==> config.mk <==
export PLATFORM = sky130hd
export DESIGN_NAME = can_bit_timing
export DESIGN_NICKNAME = d
export VERILOG_FILES = /design/src/rtl/can_bit_timing.sv
export SDC_FILE = /design/constraint.sdc
export NUM_CORES = 1
export LEC_CHECK = 0
export ABC_AREA = 0
export CAP_MARGIN = 30
export CORE_ASPECT_RATIO = 1.1
export CORE_MARGIN = 2
export CORE_UTILIZATION = 62
export DETAILED_ROUTE_END_ITERATION = 8
export GPL_TIMING_DRIVEN = 0
export HOLD_SLACK_MARGIN = 0.12
export PLACE_DENSITY = 0.85
export SLEW_MARGIN = 30
export SYNTH_ARGS = -nofsm -noshare
export SYNTH_HDL_FRONTEND = slang
export SYNTH_SLANG_ARGS = --single-unit
==> constraint.sdc <==
create_clock -name clock -period 13.9 [get_ports clock]
set_input_delay 2.78 -clock clock [delete_from_list [all_inputs] [get_ports clock]]
set_output_delay 2.78 -clock clock [all_outputs]
set_load 0.005 [all_outputs]
==> src/rtl/can_bit_timing.sv <==
// CAN bit-timing controller: tq prescaler, SYNC/SEG1/SEG2 sequencing, hard sync and resync.
// Optional majority-of-three sampling over the last three SEG1 tq when CAN_TRIPLE_SAMPLE_EN is defined.
module can_bit_timing #(
    parameter int BRP_W   = 6,
    parameter int TSEG1_W = 4,
    parameter int TSEG2_W = 3
) (
    input  logic               clock,
    input  logic               reset,
    input  logic               rx_raw,
    input  logic [BRP_W-1:0]   brp,
    input  logic [TSEG1_W-1:0] tseg1,
    input  logic [TSEG2_W-1:0] tseg2,
    input  logic [1:0]         sjw,
    input  logic               hard_sync_en,
    output logic               rx_bit,
    output logic               sample_point,
    output logic               tx_point
);

    localparam int CW = TSEG1_W + 1;

    localparam logic [1:0] ST_SYNC = 2'd0;
    localparam logic [1:0] ST_SEG1 = 2'd1;
    localparam logic [1:0] ST_SEG2 = 2'd2;

    logic               r_sync1;
    logic               r_sync2;
    logic               r_sync3;
    logic [1:0]         r_state;
    logic [BRP_W-1:0]   r_presc;
    logic [CW-1:0]      r_idx;
    logic [CW-1:0]      r_last;
    logic [BRP_W-1:0]   r_brp;
    logic [TSEG1_W-1:0] r_tseg1;
    logic [TSEG2_W-1:0] r_tseg2;
    logic [1:0]         r_sjw;
    logic               r_rx_bit;
    logic               r_resynced;

    logic               w_edge;
    logic               w_resync_ok;
    logic [CW-1:0]      w_sjw;
    logic [CW-1:0]      w_e1;
    logic [CW-1:0]      w_e2;
    logic [CW-1:0]      w_ext;
    logic               w_seg1_ext;
    logic               w_seg2_res;
    logic               w_imm;
    logic               w_shorten;
    logic               w_hs;
    logic [1:0]         w_state_c;
    logic [BRP_W-1:0]   w_presc_c;
    logic [BRP_W-1:0]   w_brp_c;
    logic [CW-1:0]      w_idx_c;
    logic [CW-1:0]      w_last_c;
    logic [TSEG1_W-1:0] w_tseg1_c;
    logic               w_tick;
    logic               w_seg_end;
    logic               w_sample;
    logic               w_enter_sync;
    logic               w_sample_val;

    // Edge is seen one clock after the second synchronizer flop goes low.
    assign w_edge      = r_sync3 & ~r_sync2;
    assign w_resync_ok = w_edge & ~hard_sync_en & r_rx_bit & ~r_resynced & ~reset;

    assign w_sjw = {{(CW-2){1'b0}}, r_sjw} + CW'(1);
    assign w_e1  = r_idx + CW'(1);
    assign w_e2  = r_last - r_idx + CW'(1);
    assign w_ext = (w_e1 < w_sjw) ? w_e1 : w_sjw;

    assign w_seg1_ext = w_resync_ok && (r_state == ST_SEG1);
    assign w_seg2_res = w_resync_ok && (r_state == ST_SEG2);
    assign w_imm      = w_seg2_res && (w_e2 <= w_sjw);
    assign w_shorten  = w_seg2_res && !w_imm;
    assign w_hs       = ~reset & ((w_edge & hard_sync_en) | w_imm);

    // Effective position for this clock: a hard/immediate sync makes it the first clock of SYNC.
    always_comb begin
        w_state_c = r_state;
        w_presc_c = r_presc;
        w_brp_c   = r_brp;
        w_idx_c   = r_idx;
        w_last_c  = r_last;
        w_tseg1_c = r_tseg1;
        if (w_seg1_ext) begin
            w_last_c = r_last + w_ext;
        end
        if (w_shorten) begin
            w_last_c = r_last - w_sjw;
        end
        if (w_hs) begin
            w_state_c = ST_SYNC;
            w_presc_c = '0;
            w_brp_c   = brp;
            w_idx_c   = '0;
            w_last_c  = '0;
            w_tseg1_c = tseg1;
        end
    end

    assign w_tick       = (w_presc_c == w_brp_c);
    assign w_seg_end    = w_tick && (w_idx_c == w_last_c);
    assign w_sample     = ~reset && w_seg_end && (w_state_c == ST_SEG1);
    assign w_enter_sync = w_hs || (w_seg_end && (w_state_c == ST_SEG2));

`ifdef CAN_TRIPLE_SAMPLE_EN
    logic [1:0] r_cap;

    always_ff @(posedge clock) begin
        if (reset) begin
            r_cap <= 2'b11;
        end else if (w_tick && (w_state_c == ST_SEG1)) begin
            r_cap <= {r_cap[0], r_sync2};
        end
    end

    assign w_sample_val = (r_cap[1] & r_cap[0]) | (r_cap[1] & r_sync2) | (r_cap[0] & r_sync2);
`else
    assign w_sample_val = r_sync2;
`endif

    assign sample_point = w_sample;
    assign rx_bit       = w_sample ? w_sample_val : r_rx_bit;
    assign tx_point     = ~reset && (w_state_c == ST_SYNC) && (w_presc_c == '0);

    always_ff @(posedge clock) begin
        if (reset) begin
            r_sync1    <= 1'b1;
            r_sync2    <= 1'b1;
            r_sync3    <= 1'b1;
            r_state    <= ST_SYNC;
            r_presc    <= '0;
            r_idx      <= '0;
            r_last     <= '0;
            r_rx_bit   <= 1'b1;
            r_resynced <= 1'b0;
            r_brp      <= brp;
            r_tseg1    <= tseg1;
            r_tseg2    <= tseg2;
            r_sjw      <= sjw;
        end else begin
            r_sync1 <= rx_raw;
            r_sync2 <= r_sync1;
            r_sync3 <= r_sync2;

            if (w_enter_sync) begin
                r_brp   <= brp;
                r_tseg1 <= tseg1;
                r_tseg2 <= tseg2;
                r_sjw   <= sjw;
            end

            if (w_tick) begin
                r_presc <= '0;
            end else begin
                r_presc <= w_presc_c + 1'b1;
            end

            if (w_seg_end) begin
                r_idx <= '0;
                case (w_state_c)
                    ST_SYNC: begin
                        r_state <= ST_SEG1;
                        r_last  <= {1'b0, w_tseg1_c};
                    end
                    ST_SEG1: begin
                        r_state <= ST_SEG2;
                        r_last  <= {{(CW-TSEG2_W){1'b0}}, r_tseg2};
                    end
                    default: begin
                        r_state <= ST_SYNC;
                        r_last  <= '0;
                    end
                endcase
            end else begin
                r_state <= w_state_c;
                r_last  <= w_last_c;
                if (w_tick) begin
                    r_idx <= w_idx_c + CW'(1);
                end else begin
                    r_idx <= w_idx_c;
                end
            end

            if (w_sample) begin
                r_rx_bit <= w_sample_val;
            end

            // Only one resync per bit; the allowance returns at each sample point.
            if (w_sample) begin
                r_resynced <= 1'b0;
            end else if (w_seg1_ext || w_seg2_res) begin
                r_resynced <= 1'b1;
            end
        end
    end

endmodule
==> flow_metrics.py <==
metrics = {
    "timing": {
        "layout_setup_ws_ns": 4.214,
        "fin_crit_sh": 0.6968,
        "rsz_0062_raised_after_global_routing": "no",
        "max_freq_ghz": 0.1032,
        "setup-violations-final": 0,
        "final.setup_skew_ns": 0.008294,
        "final_hold_viol_count": 0,
        "fin_tns_setup_ns": 0,
        "drv_slew": 0,
        "worst_pin_slew_ns": 0.8015,
        "worst_slew_margin_rel": 0.4600,
        "post-route-min-period_ns": 9.686,
    },
    "logic_synthesis": {
        "synth_flop_cell": "dfxtp_1",
        "synth_edf_count": 15,
        "synth_xor_xnor_area_share": 0.09559,
        "synth_top_family_by_area": "simple AND/OR/NAND/NOR gates",
        "synthesis.yosys.warnings": 0,
        "share_of_the_yosys_chip_area_belonging_to_registers": 0.3606,
        "synth_mux_area_frac": 0.04557,
        "synth_compound_gate_area_share": 0.1248,
        "synth-seq-cells": 38,
        "postSynthNetCount": 311,
        "synthAdderAreaFrac": 0.1426,
        "netlist-cell-type-count": 50,
        "syn-cell-area_um2": 2526,
        "synth_simple_gate_area_frac": 0.1927,
        "postSynthAreaPerCell_um2": 9.533,
        "async_reset_ff_frac": 0,
        "syn_inst": 265,
    },
    "drt": {
        "drc": 0,
        "drt_iter0_drc": 87,
        "detail_route.wl_per_cell_um": 15.01,
        "wirelength_mm": 5.208,
        "detailed_route_via_count": 2052,
        "drt_pre_antenna_iters": 4,
        "antenna_left": 0,
        "detail_route.vias_per_cell": 5.914,
    },
    "setup_path": {
        "worst_path_largest_cell_delay_ns": 0.52,
        "critical_path.slowest_cell": "or4_1",
        "critical_path_arrival_ns": 6.91,
        "setup.worst_path.start_class": "input port",
        "criticalPathCategory": "input port to output port",
        "path_max_fanout": 8,
        "r2r_setup_slack_ns": 8.40,
        "reg2reg_to": "r_tseg2[2]",
        "crit_path_cell_trace": "clkdlybuf4s50_1 > or2_1 > or4_4 > or2_1 > o311a_1 > a311oi_2 > xnor2_1 > or4_1 > buf_2 > nor4_2 > mux2_1 > clkdlybuf4s50_1",
        "worst_r2r_path_depth": 15,
        "reg_to_reg_startpoint": "r_idx[0]",
        "cp.required_ns": 11.12,
        "cp-end-kind": "output port",
    },
    "min_path": {
        "hold_path.class": "flip-flop to flip-flop",
        "hold-path-cell-count": 1,
        "holdPathEnd": "r_sync2",
        "holdCritStartpoint": "r_sync1",
    },
    "grt": {
        "grt_use_total": 0.2559,
        "first_global_vias": 2042,
        "grt_overflow": 0,
        "largest_net_degree_at_the_start_of_global_routing": 14,
        "grt_antenna_before_repair": 0,
        "grt_first_pass_wirelength_mm": 9.156,
    },
    "die": {
        "initial_utilization": 0.6422,
        "core.rowCount": 24,
        "pin_count": 22,
        "total_core_area_um2": 3934,
        "height_of_the_die_um": 70.95,
        "die_w_um": 64.86,
        "fp.dieArea_um2": 4601,
    },
    "flow_run": {
        "max_cap_violations": 0,
    },
    "cells_and_area": {
        "post_layout_nonfiller_instances": 347,
        "antenna_cells": 0,
        "multiInputGateArea_um2": 1536,
        "syn_to_final_growth_pct": 15.65,
        "sequential_standard_cell_area_um2": 910.9,
        "nNetsFinal": 340,
        "drive_above_1_share": 0.07458,
        "nFillCells": 288,
    },
    "placed_design": {
        "dpl.hpwl_mm": 4.188,
        "pre_cts_slack_ns": 4.234,
        "place.gp.congestion": 0.8624,
        "dp.cells": 339,
        "portBuffers": 21,
    },
    "clocking": {
        "clockBufferDepth": 2,
        "cts_setup_buffers": 0,
        "ctsResizeCount": 0,
        "cts_root_buffer_type": "clkbuf_8",
        "worstSkewPairLatency_ns": 0.29,
        "cts-htree-levels": 2,
        "cts.sinks": 38,
        "clk_transition_reported_paths_ns": 0.07,
        "cts-buffers-inserted": 5,
        "cts_hold_repair.buffers": 0,
        "tritoncts": "yes",
    },
    "pwr": {
        "leakage_nw": 1.169,
        "power_switching_share": 0.2487,
        "power_report.internal_total_w": 0.0001769,
        "clkPwrFrac": 0.331,
        "power.combinational.fraction": 0.148,
        "power.density_nw_per_um2": 80.59,
        "p_seq_frac": 0.522,
        "worst_ir_drop_vdd_mv": 0.07740,
        "totalPowerFinal_w": 0.0002354,
        "net-switching-power_w": 0.00005854,
    },
    "status": {
        "run_status": "finished clean",
    },
}
state kept, by name, indices dropped and copies added, names as in the netlist, 2 cells and up:
register / flops
r_tseg2: 3
r_brp: 6
r_presc: 6
r_sjw: 2
r_last: 5
r_tseg1: 4
r_idx: 5
r_state: 2
per-stage QoR:
stage / hold slack [ns] / instance area [um2] / util
4_1_cts: 0.4266 / 2922 / 0.7427
3_5_place_dp: 0.4072 / 2826 / 0.7185
3_3_place_gp: 0.3945 / 2801 / 0.7122
6_report: 0.4202 / 2922 / 0.7427
2_1_floorplan: 0.3895 / 2526 / -
5_1_grt: 0.4488 / 2922 / 0.7427
placed cells by master (no fill, tap or decap), types with 2 or more instances in the layout:
| cell | instances |
|---|---|
| or3_1 | 2 |
| a31oi_1 | 4 |
| nor3_1 | 9 |
| o211ai_1 | 3 |
| or2_2 | 2 |
| o21bai_1 | 2 |
| fa_1 | 3 |
| xnor2_1 | 13 |
| nand2_1 | 19 |
| xor2_1 | 12 |
| and3_1 | 2 |
| a21o_1 | 2 |
| inv_1 | 15 |
| clkdlybuf4s50_1 | 21 |
| nor4_1 | 2 |
| nor4_2 | 2 |
| mux2_2 | 3 |
| clkbuf_8 | 6 |
| nor2b_1 | 3 |
| nand2b_1 | 6 |
| edfxtp_1 | 15 |
| a21oi_1 | 15 |
| and2_1 | 4 |
| a22oi_1 | 2 |
| clkbuf_1 | 7 |
| nor2_1 | 18 |
| o21ai_0 | 6 |
| buf_2 | 2 |
| dfxtp_1 | 23 |
| ha_1 | 24 |
| or2_1 | 3 |
| mux2i_1 | 7 |
| or4_1 | 7 |
| nand3_1 | 10 |
layer usage:
| layer | routed length (um) | up-vias | track usage |
|---|---|---|---|
| met2 | 2719 | 56 | 0.4513 |
| li1 | - | 1015 | - |
| met5 | 0 | - | 0 |
| met3 | 222 | 11 | 0.04928 |
| met1 | 2160 | 970 | 0.3055 |
| met4 | 105 | 0 | 0.09929 |
power groups by stage:
stage	Combinational [W]	Clock (W)	Sequential [W]
2_1_floorplan	0.0000217	0	0.000125
3_3_place_gp	0.0000325	0	0.000125
3_5_place_dp	0.0000346	0	0.000125
4_1_cts	0.0000350	0.0000788	0.000123
5_1_grt	0.0000387	0.0000842	0.000123
6_report	0.0000348	0.0000778	0.000123
critical path, delay by kind of cell:
kind	cells	cell delay (ns)
XOR/XNOR	1	0.11
AO/OA/AOI/OAI	2	0.72
AND/OR/NAND/NOR	5	1.87
buffers and inverters	3	1.07
multiplexers	1	0.35
cell families (layout without fill, tap and decap cells):
| family | after synthesis | count (layout) |
|---|---|---|
| AOI/OAI and AO/OA | 46 | 46 |
| xor gates and xnor gates | 26 | 26 |
| adders and majority gates | 27 | 27 |
| buffers and inverters | 24 | 54 |
| DFF | 38 | 38 |
| muxes | 11 | 11 |
| other | 1 | 1 |
| and+or+nand+nor | 92 | 92 |
worst max path at each step:
| stage | end | startpoint | depth (start not counted) | slack, ns |
|---|---|---|---|---|
| after detailed placement | rx_bit | reset | 12 | 4.23 |
| after floorplan | rx_bit | reset | 10 | 5.30 |
| after global routing | rx_bit | reset | 13 | 4.04 |
| final | rx_bit | reset | 12 | 4.21 |
| after global placement | rx_bit | reset | 12 | 4.27 |
| after CTS | rx_bit | reset | 13 | 4.21 |
Yosys cell counts, types with 2 or more instances:
master	count	area, um2
fa_1	3	60.06
o211ai_1	3	22.52
and2_1	4	25.02
nand2_1	19	71.32
ha_1	24	300.3
mux2_2	3	33.78
nor4_1	2	12.51
or4_1	7	52.55
dfxtp_1	23	460.4
or2_2	2	12.51
nand2b_1	6	37.54
or3_1	2	12.51
nor2b_1	3	18.77
o21ai_0	6	30.03
and3_1	2	12.51
mux2i_1	7	70.07
nor3_1	9	45.04
nor4_2	2	25.02
inv_1	15	56.30
o21bai_1	2	15.01
xnor2_1	13	113.9
a21oi_1	15	75.07
nor2_1	18	67.56
a21o_1	2	15.01
nand3_1	10	50.05
a22oi_1	2	15.01
a31oi_1	4	25.02
xor2_1	12	105.1
or2_1	3	18.77
buf_2	2	10.01
clkbuf_1	7	26.28
edfxtp_1	15	450.4
layout make-up:
class,count,share of cell area
multi-input combinational,203,0.5259
sequential,38,0.3118
timing repair buffer,22,0.07580
clock buffer,6,0.02827
tap,52,0.02227
inverter,15,0.01927
buffer,9,0.01242
clock inverter,2,0.004283
Note: power is estimated with default switching activity, not from simulation.
